`config.mk`:
```
export PLATFORM = sky130hd
export DESIGN_NAME = sc_matmul_engine
export DESIGN_NICKNAME = d
export VERILOG_FILES = /design/src/rtl/sc_matmul_engine.sv
export SDC_FILE = /design/constraint.sdc
export NUM_CORES = 2
export LEC_CHECK = 0
export CAP_MARGIN = 20
export CORE_UTILIZATION = 39
export DETAILED_ROUTE_END_ITERATION = 7
export PLACE_DENSITY = 0.64
export SLEW_MARGIN = 30
export SYNTH_ARGS = -nofsm -noshare
export SYNTH_HDL_FRONTEND = slang
export SYNTH_SLANG_ARGS = --single-unit
```
`constraint.sdc`:
```
create_clock -name clk_i -period 3.6 [get_ports clk_i]
set_clock_uncertainty 0.2 [all_clocks]
set_input_delay 0.72 -clock clk_i [delete_from_list [all_inputs] [get_ports clk_i]]
set_output_delay 0.72 -clock clk_i [all_outputs]
set_load 0.03 [all_outputs]
```
`src/rtl/sc_matmul_engine.sv`:
```
`default_nettype none
// ============================================================================
// Module   : sc_matmul_engine
// Brief    : Stochastic-computing matrix multiply engine.
//            LFSR-driven streams, AND-gate products, round-robin MUX adder.
// Revision : 1.0 - initial release
// ============================================================================
module sc_matmul_engine #(
  parameter int          BATCH_SIZE       = 4,
  parameter int          INPUT_FEATURES   = 4,
  parameter int          OUTPUT_FEATURES  = 4,
  parameter int          BINARY_PRECISION = 16,
  parameter int          MAX_CYCLES       = 1024,
  parameter logic [31:0] SEED_X           = 32'h1,
  parameter logic [31:0] SEED_W           = 32'hACE1,
  localparam int         CW               = $clog2(MAX_CYCLES + 1)
) (
  input  logic                                                    clk_i,
  input  logic                                                    rst_ni,
  input  logic                                                    start_i,
  output logic                                                    in_ready_o,
  input  logic [CW-1:0]                                           num_cycles_i,
  input  logic [BINARY_PRECISION*BATCH_SIZE*INPUT_FEATURES-1:0]   input_matrix_i,
  input  logic [BINARY_PRECISION*OUTPUT_FEATURES*INPUT_FEATURES-1:0] weight_matrix_i,
  output logic [CW*BATCH_SIZE*OUTPUT_FEATURES-1:0]                output_matrix_o,
  output logic                                                    out_valid_o,
  input  logic                                                    out_ready_i,
  output logic                                                    busy_o
);

  localparam int          M         = BATCH_SIZE;
  localparam int          N         = INPUT_FEATURES;
  localparam int          O         = OUTPUT_FEATURES;
  localparam int          WB        = BINARY_PRECISION;
  localparam int          SW        = (N > 1) ? $clog2(N) : 1;
  localparam logic [31:0] LFSR_TAPS = 32'h8020_0003;

  typedef enum logic [1:0] {
    S_IDLE = 2'd0,
    S_RUN  = 2'd1,
    S_DONE = 2'd2
  } state_e;

  state_e              state_q, state_d;
  logic [M*N*WB-1:0]   x_q, x_d;
  logic [O*N*WB-1:0]   w_q, w_d;
  logic [CW-1:0]       len_q, len_d;
  logic [CW-1:0]       k_q, k_d;
  logic [SW-1:0]       sel_q, sel_d;
  logic [31:0]         lfsr_x_q, lfsr_x_d;
  logic [31:0]         lfsr_w_q, lfsr_w_d;
  logic                fresh_q, fresh_d;
  logic [CW-1:0]       acc_q [M*O];
  logic [CW-1:0]       acc_d [M*O];

  logic                accept;
  logic                last_cycle;
  logic [CW-1:0]       len_in;
  logic [WB-1:0]       rx;
  logic [WB-1:0]       rw;
  logic [N-1:0]        xrow [M];
  logic [N-1:0]        wrow [O];
  logic [M*O-1:0]      s;

  function automatic logic [31:0] lfsr_step(input logic [31:0] v);
    return {1'b0, v[31:1]} ^ (v[0] ? LFSR_TAPS : 32'h0);
  endfunction

  assign in_ready_o = (state_q == S_IDLE);
  // A zero-length run still presents its (empty) result one cycle after accept.
  assign out_valid_o = (state_q == S_DONE) && !fresh_q;
  assign busy_o      = (state_q == S_RUN) || (state_q == S_DONE);
  assign accept      = start_i && in_ready_o;
  assign last_cycle  = (k_q == (len_q - CW'(1)));
  assign len_in      = (num_cycles_i > CW'(MAX_CYCLES)) ? CW'(MAX_CYCLES) : num_cycles_i;
  assign rx          = lfsr_x_q[WB-1:0];
  assign rw          = lfsr_w_q[WB-1:0];

  for (genvar gm = 0; gm < M; gm++) begin : g_xrow
    for (genvar gn = 0; gn < N; gn++) begin : g_xcol
      assign xrow[gm][gn] = (rx < x_q[(gm*N+gn)*WB +: WB]);
    end
  end

  for (genvar go = 0; go < O; go++) begin : g_wrow
    for (genvar gn = 0; gn < N; gn++) begin : g_wcol
      assign wrow[go][gn] = (rw < w_q[(go*N+gn)*WB +: WB]);
    end
  end

  for (genvar gm = 0; gm < M; gm++) begin : g_prod_m
    for (genvar go = 0; go < O; go++) begin : g_prod_o
      assign s[gm*O+go] = xrow[gm][sel_q] & wrow[go][sel_q];
      assign output_matrix_o[(gm*O+go)*CW +: CW] = acc_q[gm*O+go];
    end
  end

  always_comb begin
    state_d = state_q;
    case (state_q)
      S_IDLE: if (start_i) state_d = (len_in == '0) ? S_DONE : S_RUN;
      S_RUN:  if (last_cycle) state_d = S_DONE;
      S_DONE: if (out_valid_o && out_ready_i) state_d = S_IDLE;
      default: state_d = S_IDLE;
    endcase
  end

  always_comb begin
    x_d      = x_q;
    w_d      = w_q;
    len_d    = len_q;
    k_d      = k_q;
    sel_d    = sel_q;
    lfsr_x_d = lfsr_x_q;
    lfsr_w_d = lfsr_w_q;
    fresh_d  = 1'b0;
    acc_d    = acc_q;
    if (accept) begin
      x_d      = input_matrix_i;
      w_d      = weight_matrix_i;
      len_d    = len_in;
      k_d      = '0;
      sel_d    = '0;
      lfsr_x_d = SEED_X;
      lfsr_w_d = SEED_W;
      fresh_d  = (len_in == '0);
      for (int i = 0; i < M*O; i++) acc_d[i] = '0;
    end else if (state_q == S_RUN) begin
      lfsr_x_d = lfsr_step(lfsr_x_q);
      lfsr_w_d = lfsr_step(lfsr_w_q);
      k_d      = k_q + CW'(1);
      // Round-robin MUX select, equivalent to k mod N without a divider.
      sel_d    = (sel_q == SW'(N-1)) ? '0 : sel_q + SW'(1);
      for (int i = 0; i < M*O; i++) acc_d[i] = acc_q[i] + CW'(s[i]);
    end
  end

  always_ff @(posedge clk_i or negedge rst_ni) begin
    if (!rst_ni) begin
      state_q  <= S_IDLE;
      x_q      <= '0;
      w_q      <= '0;
      len_q    <= '0;
      k_q      <= '0;
      sel_q    <= '0;
      lfsr_x_q <= SEED_X;
      lfsr_w_q <= SEED_W;
      fresh_q  <= 1'b0;
      for (int i = 0; i < M*O; i++) acc_q[i] <= '0;
    end else begin
      state_q  <= state_d;
      x_q      <= x_d;
      w_q      <= w_d;
      len_q    <= len_d;
      k_q      <= k_d;
      sel_q    <= sel_d;
      lfsr_x_q <= lfsr_x_d;
      lfsr_w_q <= lfsr_w_d;
      fresh_q  <= fresh_d;
      for (int i = 0; i < M*O; i++) acc_q[i] <= acc_d[i];
    end
  end

endmodule
`default_nettype wire

```
==> reports/metrics.yaml <==
cp_max_fo: 7
leakage_uw: 0.0276
grt_max_degree: 117
fmax_mhz: 274
min_path_type: "reg -> reg"
die_y_um: 333
r2r_cells: 16
cts.path.max_buffers: 3
stdcell_count: 7009
final_util: 0.548
gp_congestion: 0.916
totalWireLength_mm: 145
fp.coreArea_um2: 108000
drt-wirelength-per-cell_um: 20.6
hold_violations: 0
worstHoldPathCells: 2
grt_use_total: 0.255
powerDensity_nw_per_um2: 758
drc: 0
grt_pass1_wl_mm: 218
r2r_start: "lfsr_w_q[5]"
reg2reg_slack_ns: -0.05
grt_pass1_vias: 36800
cts-buffers-inserted: 92
tightest_slew_ns: 0.894
busiest_layer: "met2"
setup_viol: 9
status: "complete, but fails checks"
syn-num-nets: 5664
failed_checks: "setup timing"
async_reset_ff_frac: 1.00
worstSkewPairLatency_ns: 0.67
hold_end: "w_q[240]"
maxSlewViolCount: 0
port-buffer-count: 705
layout_common_cells: "dfrtp_1, nand2_1, clkdlybuf4s50_1"
globalRouteMet3Util: 0.0488
period_needed_ns: 3.65
clockRootBuffer: "clkbuf_16"
arrival_ns: 3.98
vias: 36400
end_kind: "register"
crit_type: "reg -> reg"
ys.flop_type: "dfrtp_1"
start_util: 0.396
fin_crit_sh: 1.01
htreeDepth: 3
io_pins: 706
hpwlAfterDp_mm: 107
ys_types: 67
drtIter0Drc: 2365
synth-seq-cells: 779
syn_area_um2: 42600
setup.worst_path.start: "lfsr_w_q[5]"
overflow: 0
met1_usage: 0.329
drive_gt1_frac: 0.131
viasPerCell: 5.20
cts.clk_slew.worst_paths_ns: 0.07
r2r_end: "output_matrix_o[37]"
final_common_cell: "dfrtp_1"
synth_cells: 4616
num-nets-final: 6569
worstHoldStart: "w_q[240]"
yosys_warnings: 0
cts_sinks: 779
postRouteAntennaNets: 0
fp.dieW_um: 333
seq_area_frac_synth: 0.458
syn_to_final_growth_pct: 38.6
synth_edf_count: 0
placedCellCount: 6787
start_kind: "register"
finalWorstSetupSlack_ns: -0.0480
max-cap-violations: 0
dr.pass1.iters: 7
hold_ws_ns: 0.275
required_ns: 3.93
core.rowCount: 120
die-area_um2: 111000
rsz0062_at_grt: "true"
avgSynthCellArea_um2: 9.23
relSlewSlack: 0.404
antenna_found_initial: 10
vdd_ir_drop_max_v: 0.000452
cts_tree: "done"
grt_util_met2: 0.428
kinds of logic (layout without fill, tap and decap cells):
family,count (synthesis),count (layout),share of synthesized area
and+or+nand+nor,1454,1454,0.152
AOI/OAI and AO/OA,966,966,0.127
xor gates and xnor gates,137,137,0.0282
other,0,6,0
adders and majority gates,521,521,0.153
DFF,779,779,0.458
muxes,93,93,0.0218
buffers and inverters,666,1650,0.0595
registers in the layout, indices dropped and copies added, names as in the netlist:
signal / flops
fresh_q: 1
lfsr_x_q: 32
len_q: 11
sel_q: 2
lfsr_w_q: 32
k_q: 11
x_q: 256
state_q: 2
output_matrix_o: 176
w_q: 256
critical path, cell delays in order (launching register included):
cell and delay, ns:
dfstp_2 0.58, buf_6 0.17, ha_1 0.25, and3_1 0.18
a31oi_2 0.20, o21ai_2 0.09, a2111oi_4 0.42, o32ai_4 0.18
buf_12 0.19, buf_6 0.13, nor3_4 0.13, ha_4 0.19
buf_4 0.12, ha_4 0.13, nand4_1 0.11, xor2_1 0.18
nor2_1 0.05
timing repair:
action,4_1_cts,5_1_grt
pin swaps,74,153
gates cloned,2,0
gates resized for setup,170,265
setup buffers,25,21
hold buffers,1,0
hold endpoints to repair,35,0
endpoints found under the setup margin,151,151
per-layer routing:
metal	share of wire	wire [um]	vias to the layer above
met5	0.00016	23	-
met4	0.035	5040	4
met3	0.058	8370	239
met2	0.48	69900	1014
met1	0.42	61400	17700
li1	-	-	17500
final cells by class:
cell class	instances	area, um^2
Antenna cell	6	15.0
Clock buffer	131	2730
Clock inverter	42	499
Fill cell	9425	48600
Inverter	489	1840
Multi-Input combinational cell	3171	22600
Sequential cell	779	19500
Tap cell	1403	1760
Timing Repair Buffer	988	10100
power breakdown:
group          leakage [uW]  internal, uW  switching, uW
Clock               0.00159          5950           3980
Combinational        0.0160          9120          12400
Sequential          0.00994         11900           1320
how the worst max path moves through the flow:
| stage | end | slack [ns] |
|---|---|---|
| after floorplan | output_matrix_o[65] | 0.1 |
| after global placement | output_matrix_o[131] | -0.42 |
| after detailed placement | output_matrix_o[131] | -0.49 |
| after CTS | output_matrix_o[65] | -0.11 |
| after global routing | output_matrix_o[39] | -0.17 |
| final | output_matrix_o[37] | -0.05 |
cell usage after synthesis, types with 62 or more instances:
cell	count	area [um^2]
ha_1	521	6520
inv_1	489	1840
nand4_1	86	538
a21oi_1	155	776
nor2_1	301	1130
and3_1	63	394
clkbuf_1	163	612
xor2_1	113	990
o21ai_0	606	3030
dfrtp_1	770	19300
a21o_1	62	465
nand2_1	756	2840
mux2i_1	93	931
per-stage QoR:
step / instance area, um^2 / power [uW] / TNS, ns / setup slack (ns)
finish: 59000 / 44800 / -0.213 / -0.0480
global route: 59000 / 48000 / -5.27 / -0.172
floorplan: 42600 / 24400 / 0 / 0.0964
detailed placement: 53200 / 32100 / -27.11 / -0.487
CTS: 57500 / 43300 / -1.60 / -0.112
global placement: 53200 / 31500 / -21.93 / -0.421
Note: power is estimated with default switching activity, not from simulation.
